<file path="src/rtl/video_pkg.sv">
// Shared definitions for the video stream blocks: bus width, arbiter
// state encoding and a helper that sizes counters from image geometry.
package video_pkg;

    localparam int AXIS_DW         = 32;
    localparam int DEF_IMAGE_WIDTH = 640;
    localparam int DEF_IMAGE_HEIGH = 480;

    typedef enum logic [1:0] {
        IDLE   = 2'd0,
        SYNC   = 2'd1,
        STREAM = 2'd2
    } arb_state_t;

    // Width of a counter that must hold values 0..depth-1 (at least 1 bit).
    function automatic int cnt_width(input int depth);
        return (depth > 1) ? $clog2(depth) : 1;
    endfunction

endpackage

</file>
<file path="src/rtl/rr_arbiter.sv">
// Combinational round-robin picker: returns the first requester at or
// after ptr, wrapping around NUM_SRC, plus a flag saying one was found.
module rr_arbiter #(
    parameter int NUM_SRC = 2,
    parameter int GW      = 1
) (
    input  logic [NUM_SRC-1:0] req,
    input  logic [GW-1:0]      ptr,
    output logic [GW-1:0]      gnt_idx,
    output logic               gnt_valid
);

    logic [GW:0]   sum;
    logic [GW-1:0] idx;

    // Scan offsets from the far end so the nearest requester wins last.
    always_comb begin
        gnt_valid = 1'b0;
        gnt_idx   = '0;
        sum       = '0;
        idx       = '0;
        for (int off = NUM_SRC - 1; off >= 0; off--) begin
            sum = {1'b0, ptr} + (GW+1)'(off);
            if (sum >= (GW+1)'(NUM_SRC)) begin
                sum = sum - (GW+1)'(NUM_SRC);
            end
            idx = sum[GW-1:0];
            if (req[idx]) begin
                gnt_valid = 1'b1;
                gnt_idx   = idx;
            end
        end
    end

endmodule

</file>
<file path="src/rtl/video_frame_arbiter.sv">
// Frame-granular AXI4-Stream arbiter: grants one source per frame,
// discards beats until its start-of-frame, forwards the whole frame and
// flags line/frame geometry violations.
// Optional per-source frame and drop statistics: define VIDEO_ARB_STATS_EN.
module video_frame_arbiter
    import video_pkg::*;
#(
    parameter int NUM_SRC     = 2,
    parameter int image_width = DEF_IMAGE_WIDTH,
    parameter int image_heigh = DEF_IMAGE_HEIGH
) (
    input  logic                         clk_i,
    input  logic                         rstn_i,
    input  logic [NUM_SRC-1:0]           src_en_i,
    input  logic [NUM_SRC-1:0]           s_axis_tvalid,
    output logic [NUM_SRC-1:0]           s_axis_tready,
    input  logic [AXIS_DW*NUM_SRC-1:0]   s_axis_tdata,
    input  logic [NUM_SRC-1:0]           s_axis_tlast,
    input  logic [NUM_SRC-1:0]           s_axis_tuser,
    output logic                         m_axis_tvalid,
    input  logic                         m_axis_tready,
    output logic [AXIS_DW-1:0]           m_axis_tdata,
    output logic                         m_axis_tlast,
    output logic                         m_axis_tuser,
    output logic [$clog2(NUM_SRC)-1:0]   grant_o,
    output logic                         busy_o,
    output logic                         frame_err_o
`ifdef VIDEO_ARB_STATS_EN
    ,
    output logic [16*NUM_SRC-1:0]        frame_cnt_o,
    output logic [15:0]                  drop_cnt_o
`endif
);

    localparam int GW     = $clog2(NUM_SRC);
    localparam int PIX_W  = cnt_width(image_width);
    localparam int LINE_W = cnt_width(image_heigh);
    localparam logic [PIX_W-1:0]  LAST_PIX  = PIX_W'(image_width - 1);
    localparam logic [LINE_W-1:0] LAST_LINE = LINE_W'(image_heigh - 1);

    logic [1:0]         rst_pipe;
    logic               rst_n;
    arb_state_t         state;
    logic [GW-1:0]      rr_ptr;
    logic [PIX_W-1:0]   pix_cnt;
    logic [LINE_W-1:0]  line_cnt;
    logic [NUM_SRC-1:0] req;
    logic [GW-1:0]      arb_idx;
    logic               arb_valid;
    logic [AXIS_DW-1:0] src_data_arr [NUM_SRC];
    logic [AXIS_DW-1:0] src_data;
    logic               src_valid;
    logic               src_last;
    logic               src_user;
    logic               hs;
    logic               frame_end;
    logic               geo_err;

    // Reset asserts immediately but releases in step with the clock.
    always_ff @(posedge clk_i or negedge rstn_i) begin
        if (!rstn_i) begin
            rst_pipe <= 2'b00;
        end else begin
            rst_pipe <= {rst_pipe[0], 1'b1};
        end
    end

    assign rst_n = rst_pipe[1];

    for (genvar i = 0; i < NUM_SRC; i++) begin : g_split
        assign src_data_arr[i] = s_axis_tdata[AXIS_DW*i +: AXIS_DW];
    end

    assign req       = src_en_i & s_axis_tvalid;
    assign src_data  = src_data_arr[grant_o];
    assign src_valid = s_axis_tvalid[grant_o];
    assign src_last  = s_axis_tlast[grant_o];
    assign src_user  = s_axis_tuser[grant_o];
    assign hs        = (state == STREAM) && src_valid && m_axis_tready;
    assign frame_end = hs && src_last && (line_cnt == LAST_LINE);
    assign geo_err   = hs && ((src_last && (pix_cnt != LAST_PIX)) ||
                              (!src_last && (pix_cnt == LAST_PIX)) ||
                              (src_user && ((pix_cnt != '0) || (line_cnt != '0))));
    assign busy_o    = (state != IDLE);

    rr_arbiter #(
        .NUM_SRC (NUM_SRC),
        .GW      (GW)
    ) u_rr_arbiter (
        .req       (req),
        .ptr       (rr_ptr),
        .gnt_idx   (arb_idx),
        .gnt_valid (arb_valid)
    );

    // Route the granted source: flush non-SOF beats in SYNC, pass through in STREAM.
    always_comb begin
        s_axis_tready = '0;
        m_axis_tvalid = 1'b0;
        m_axis_tdata  = src_data;
        m_axis_tlast  = src_last;
        m_axis_tuser  = src_user;
        case (state)
            SYNC: begin
                s_axis_tready[grant_o] = !src_user;
            end
            STREAM: begin
                m_axis_tvalid          = src_valid;
                s_axis_tready[grant_o] = m_axis_tready;
            end
            default: begin
            end
        endcase
    end

    // Arbitration FSM with frame geometry tracking and error pulse.
    always_ff @(posedge clk_i or negedge rst_n) begin
        if (!rst_n) begin
            state       <= IDLE;
            rr_ptr      <= '0;
            grant_o     <= '0;
            pix_cnt     <= '0;
            line_cnt    <= '0;
            frame_err_o <= 1'b0;
        end else begin
            frame_err_o <= geo_err;
            case (state)
                IDLE: begin
                    if (arb_valid) begin
                        grant_o <= arb_idx;
                        state   <= SYNC;
                    end
                end
                SYNC: begin
                    if (src_valid && src_user) begin
                        state <= STREAM;
                    end
                end
                STREAM: begin
                    if (hs) begin
                        if (src_last) begin
                            pix_cnt <= '0;
                            if (line_cnt == LAST_LINE) begin
                                line_cnt <= '0;
                                state    <= IDLE;
                                rr_ptr   <= (grant_o == GW'(NUM_SRC - 1)) ? '0 : grant_o + GW'(1);
                            end else begin
                                line_cnt <= line_cnt + LINE_W'(1);
                            end
                        end else begin
                            pix_cnt <= pix_cnt + PIX_W'(1);
                        end
                    end
                end
                default: begin
                    state <= IDLE;
                end
            endcase
        end
    end

`ifdef VIDEO_ARB_STATS_EN
    logic [15:0] frame_cnt [NUM_SRC];
    logic        drop_beat;

    assign drop_beat = (state == SYNC) && src_valid && !src_user;

    // Saturating completed-frame counters per source and SYNC drop counter.
    always_ff @(posedge clk_i or negedge rst_n) begin
        if (!rst_n) begin
            for (int i = 0; i < NUM_SRC; i++) begin
                frame_cnt[i] <= '0;
            end
            drop_cnt_o <= '0;
        end else begin
            for (int i = 0; i < NUM_SRC; i++) begin
                if (frame_end && (grant_o == GW'(i)) && (frame_cnt[i] != 16'hFFFF)) begin
                    frame_cnt[i] <= frame_cnt[i] + 16'd1;
                end
            end
            if (drop_beat && (drop_cnt_o != 16'hFFFF)) begin
                drop_cnt_o <= drop_cnt_o + 16'd1;
            end
        end
    end

    for (genvar i = 0; i < NUM_SRC; i++) begin : g_stats
        assign frame_cnt_o[16*i +: 16] = frame_cnt[i];
    end
`endif

endmodule
</file>
<file path="config.mk">
export PLATFORM = sky130hd
export DESIGN_NAME = video_frame_arbiter
export DESIGN_NICKNAME = d
export VERILOG_FILES = /design/src/rtl/video_pkg.sv /design/src/rtl/rr_arbiter.sv /design/src/rtl/video_frame_arbiter.sv
export SDC_FILE = /design/constraint.sdc
export NUM_CORES = 1
export LEC_CHECK = 0
export BUFFER_PORTS_ARGS = -buffer_cell sky130_fd_sc_hd__buf_4
export CAP_MARGIN = 15
export CORE_ASPECT_RATIO = 2
export CORE_MARGIN = 2
export CORE_UTILIZATION = 47
export DETAILED_ROUTE_END_ITERATION = 10
export GPL_ROUTABILITY_DRIVEN = 0
export PLACE_DENSITY = 0.86
export SLEW_MARGIN = 10
export SYNTH_ARGS = -nofsm -noshare
export SYNTH_HDL_FRONTEND = slang
export SYNTH_HIERARCHICAL = 1
export SYNTH_SLANG_ARGS = --single-unit
</file>
<file path="constraint.sdc">
create_clock -name clk_i -period 2.9 [get_ports clk_i]
set_input_delay 0.58 -clock clk_i [delete_from_list [all_inputs] [get_ports clk_i]]
set_output_delay 0.58 -clock clk_i [all_outputs]
set_load 0.05 [all_outputs]
</file>
==> flow_metrics.py <==
metrics = {
    "worst_setup_path": {
        "rr_startpoint": "state[0]$_DFFE_PN0P_",
        "cpMaxStageDelayCell": "dfrtp_1",
        "cp_cell_sequence": "inv_1 > ha_1 > inv_1 > o21ai_0 > a211oi_1 > buf_4",
        "worst-endpoint-required_ns": 2.32,
        "worstRegToRegCells": 6,
        "cpPeakStageDelay_ns": 0.40,
        "r2r_setup_slack_ns": 0.68,
        "path_max_fanout": 6,
        "reg2reg_to": "pix_cnt[9]$_DFFE_PN0P_",
        "cp-start-kind": "flip-flop",
        "crit_path_frequent_cell": "inv_1",
        "arrival_ns": 1.89,
        "path_class": "flip-flop to output port",
        "critPathCaptureType": "output port",
    },
    "sta": {
        "rsz0062_at_grt": "false",
        "setup-tns-final_ns": 0,
        "setup_viol": 0,
        "fin_skew_ns": 0.00223,
        "finalHoldViolCount": 0,
        "tightest_slew_ns": 1.01,
        "fin_crit_sh_pct": 85.2,
        "fmax_mhz": 405,
        "slew_viol_final": 0,
        "fin_crit_ns": 2.47,
        "slew_headroom_pct": 32.6,
    },
    "yosys": {
        "synth_top_area_share_pct": 34.6,
        "synth_seq_area_share_pct": 34.6,
        "synthCells": 199,
        "synth.distinct_cells": 38,
        "yosys.area.top_type": "dfrtp_1",
        "synth-seq-cells": 26,
        "synthFlopType": "dfrtp_1",
        "async_flop_share_pct": 100,
        "ys_top_cells_by_area": "dfrtp_1, mux2_2, ha_1",
        "synth_area_um2": 1880,
        "synth_area_per_cell_um2": 9.46,
        "synth_nets": 283,
        "synth_warnings": 6,
        "synth_edf_count": 0,
    },
    "global_routing": {
        "antenna_found_initial": 0,
        "grt-ovfl-total": 0,
        "grt_pass1_wl_mm": 9.88,
        "grt.total_usage_pct": 27.9,
        "grt_pass1_vias": 2030,
        "grt_max_degree": 25,
    },
    "detailed_routing": {
        "post-route-drc-count": 0,
        "antenna_left": 0,
        "drt_first_pass_iters": 4,
        "dr.first_iter.drc_count": 49,
        "vias": 2026,
        "wire_per_inst_um": 17.6,
        "drt-total-wl_mm": 6.40,
        "via_per_inst": 5.58,
    },
    "clock_tree": {
        "htree_levels": 1,
        "cts_root_buf": "clkbuf_8",
        "post_cts_buffers": 0,
        "clockBufferDepth": 2,
        "clock-sinks": 26,
        "clkTransAtPathRegs_ns": 0.09,
        "postCtsHoldBufs": 0,
        "ctsResizeCount": 0,
        "clk_latency_ns": 0.27,
        "cts_made_buffers": 3,
        "cts_tree": "done",
    },
    "finish": {
        "area_delta_synth_final_pct": 52.3,
        "antennaDiodeCount": 0,
        "stdcell_count": 363,
        "drive_gt1_share_pct": 51.9,
        "nets": 397,
        "seq_area_um2": 651,
        "post-route-util_pct": 74.6,
        "fill_cells": 299,
        "multi_input_area_um2": 1160,
    },
    "die": {
        "initial_core_util_pct": 49.0,
        "die_w_um": 48.8,
        "die_y_um": 93.5,
        "ios": 115,
        "core_um2": 3840,
        "die_area_um2": 4560,
        "rows": 32,
    },
    "run_status": {
        "outcome": "complete, no violations",
    },
    "place": {
        "place_inst": 359,
        "portBuffers": 114,
        "dp_hpwl_mm": 5.22,
    },
    "pwr": {
        "leakagePower_nw": 1.36,
        "irDropWorstVdd_mv": 0.664,
        "power_density_nw_per_um2": 737,
    },
    "min_path": {
        "hold_path.class": "input pin to asynchronous set/reset pin",
    },
    "run": {
        "maxCapViolations": 0,
    },
}
per-layer routing:
layer	GRT usage [%]	wire (um)
met5	0	0
met4	10.0	166
met3	11.2	755
met2	52.1	3440
met1	27.0	2040
layout by cell type, fill, tap and decap left out, types with 2 or more instances in the layout:
| master | Yosys | final |
|---|---|---|
| a31oi_1 | 4 | 4 |
| nor4_1 | 5 | 5 |
| o21ai_0 | 16 | 16 |
| and3_1 | 3 | 3 |
| nor2_1 | 11 | 11 |
| inv_1 | 10 | 10 |
| nand4_1 | 5 | 5 |
| clkbuf_8 | 0 | 3 |
| dfrtp_1 | 26 | 26 |
| nand2_1 | 10 | 10 |
| mux2i_1 | 3 | 3 |
| and2_1 | 2 | 2 |
| nor3_1 | 3 | 3 |
| ha_1 | 9 | 9 |
| a21oi_1 | 3 | 3 |
| o31ai_1 | 5 | 5 |
| mux2_2 | 38 | 38 |
| buf_4 | 0 | 117 |
| xnor2_1 | 5 | 5 |
| nand3_1 | 15 | 15 |
critical path: cells and delay by family, from the launching register on:
kind                     cells  cell delay [ns]
AO/OA/AOI/OAI                2             0.41
flip-flops                   1             0.40
buffers and inverters        3             0.53
adder cells (fa/ha/maj)      1             0.28
flip-flops by register name (all words and copies together) (netlist names):
name and count:
pix_cnt 10, line_cnt 9, rst_pipe 2, state 2, frame_err_o 1, grant_o 1
rr_ptr 1
metrics by stage:
stage	power [mW]	hold slack, ns	setup slack (ns)	cell area, um^2
2_1_floorplan	1.41	0.284	0.0168	1890
6_report	2.11	0.0699	0.429	2870
5_1_grt	2.22	0.0582	0.290	2870
3_5_place_dp	1.82	0.341	0.767	2800
4_1_cts	2.12	0.0647	0.420	2870
3_3_place_gp	1.79	0.336	0.780	2800
worst max path at each step:
stage                                    start                     end  slack (ns)  depth (start not counted)
after floorplan            grant_o$_DFFE_PN0P_        s_axis_tready[0]        0.02                          3
after global placement        s_axis_tvalid[1]  pix_cnt[9]$_DFFE_PN0P_        0.78                          5
after detailed placement      s_axis_tvalid[1]  pix_cnt[9]$_DFFE_PN0P_        0.77                          5
after CTS                 state[0]$_DFFE_PN0P_        s_axis_tready[0]        0.42                          6
after global routing      state[0]$_DFFE_PN0P_        s_axis_tready[0]        0.29                          6
final                     state[0]$_DFFE_PN0P_        s_axis_tready[0]        0.43                          6
cells in the mapped netlist, drive strengths merged (5+ instances only):
| cell | n |
|---|---|
| dfrtp | 26 |
| ha | 9 |
| inv | 10 |
| mux2 | 38 |
| nand2 | 10 |
| nand3 | 15 |
| nand4 | 5 |
| nor2 | 12 |
| nor4 | 5 |
| o21ai | 16 |
| o31ai | 5 |
| xnor2 | 5 |
layout make-up:
type,instances,area share (%)
Sequential cell,26,22.7
Tap cell,51,2.23
Inverter,11,1.44
Multi-Input combinational cell,154,40.5
Clock buffer,3,1.44
Timing Repair Buffer,117,30.6
Clock inverter,1,1.05
where the power goes:
part	switching (mW)	internal (mW)	total [mW]
sequential	0.0765	0.420	0.496
clock	0.112	0.185	0.297
combinational	0.830	0.491	1.32
total	1.02	1.10	2.11
kinds of logic (layout without fill, tap and decap cells):
family,Yosys count,in the layout,synth area share (%)
DFF,26,26,34.6
adders and majority gates,9,9,5.98
other,1,1,0.199
and+or+nand+nor,63,63,17.3
muxes,41,41,24.3
buffers and inverters,19,132,3.99
AOI/OAI and AO/OA,34,34,10.9
xor gates and xnor gates,6,6,2.79
Power figures use the tool's default switching activity.
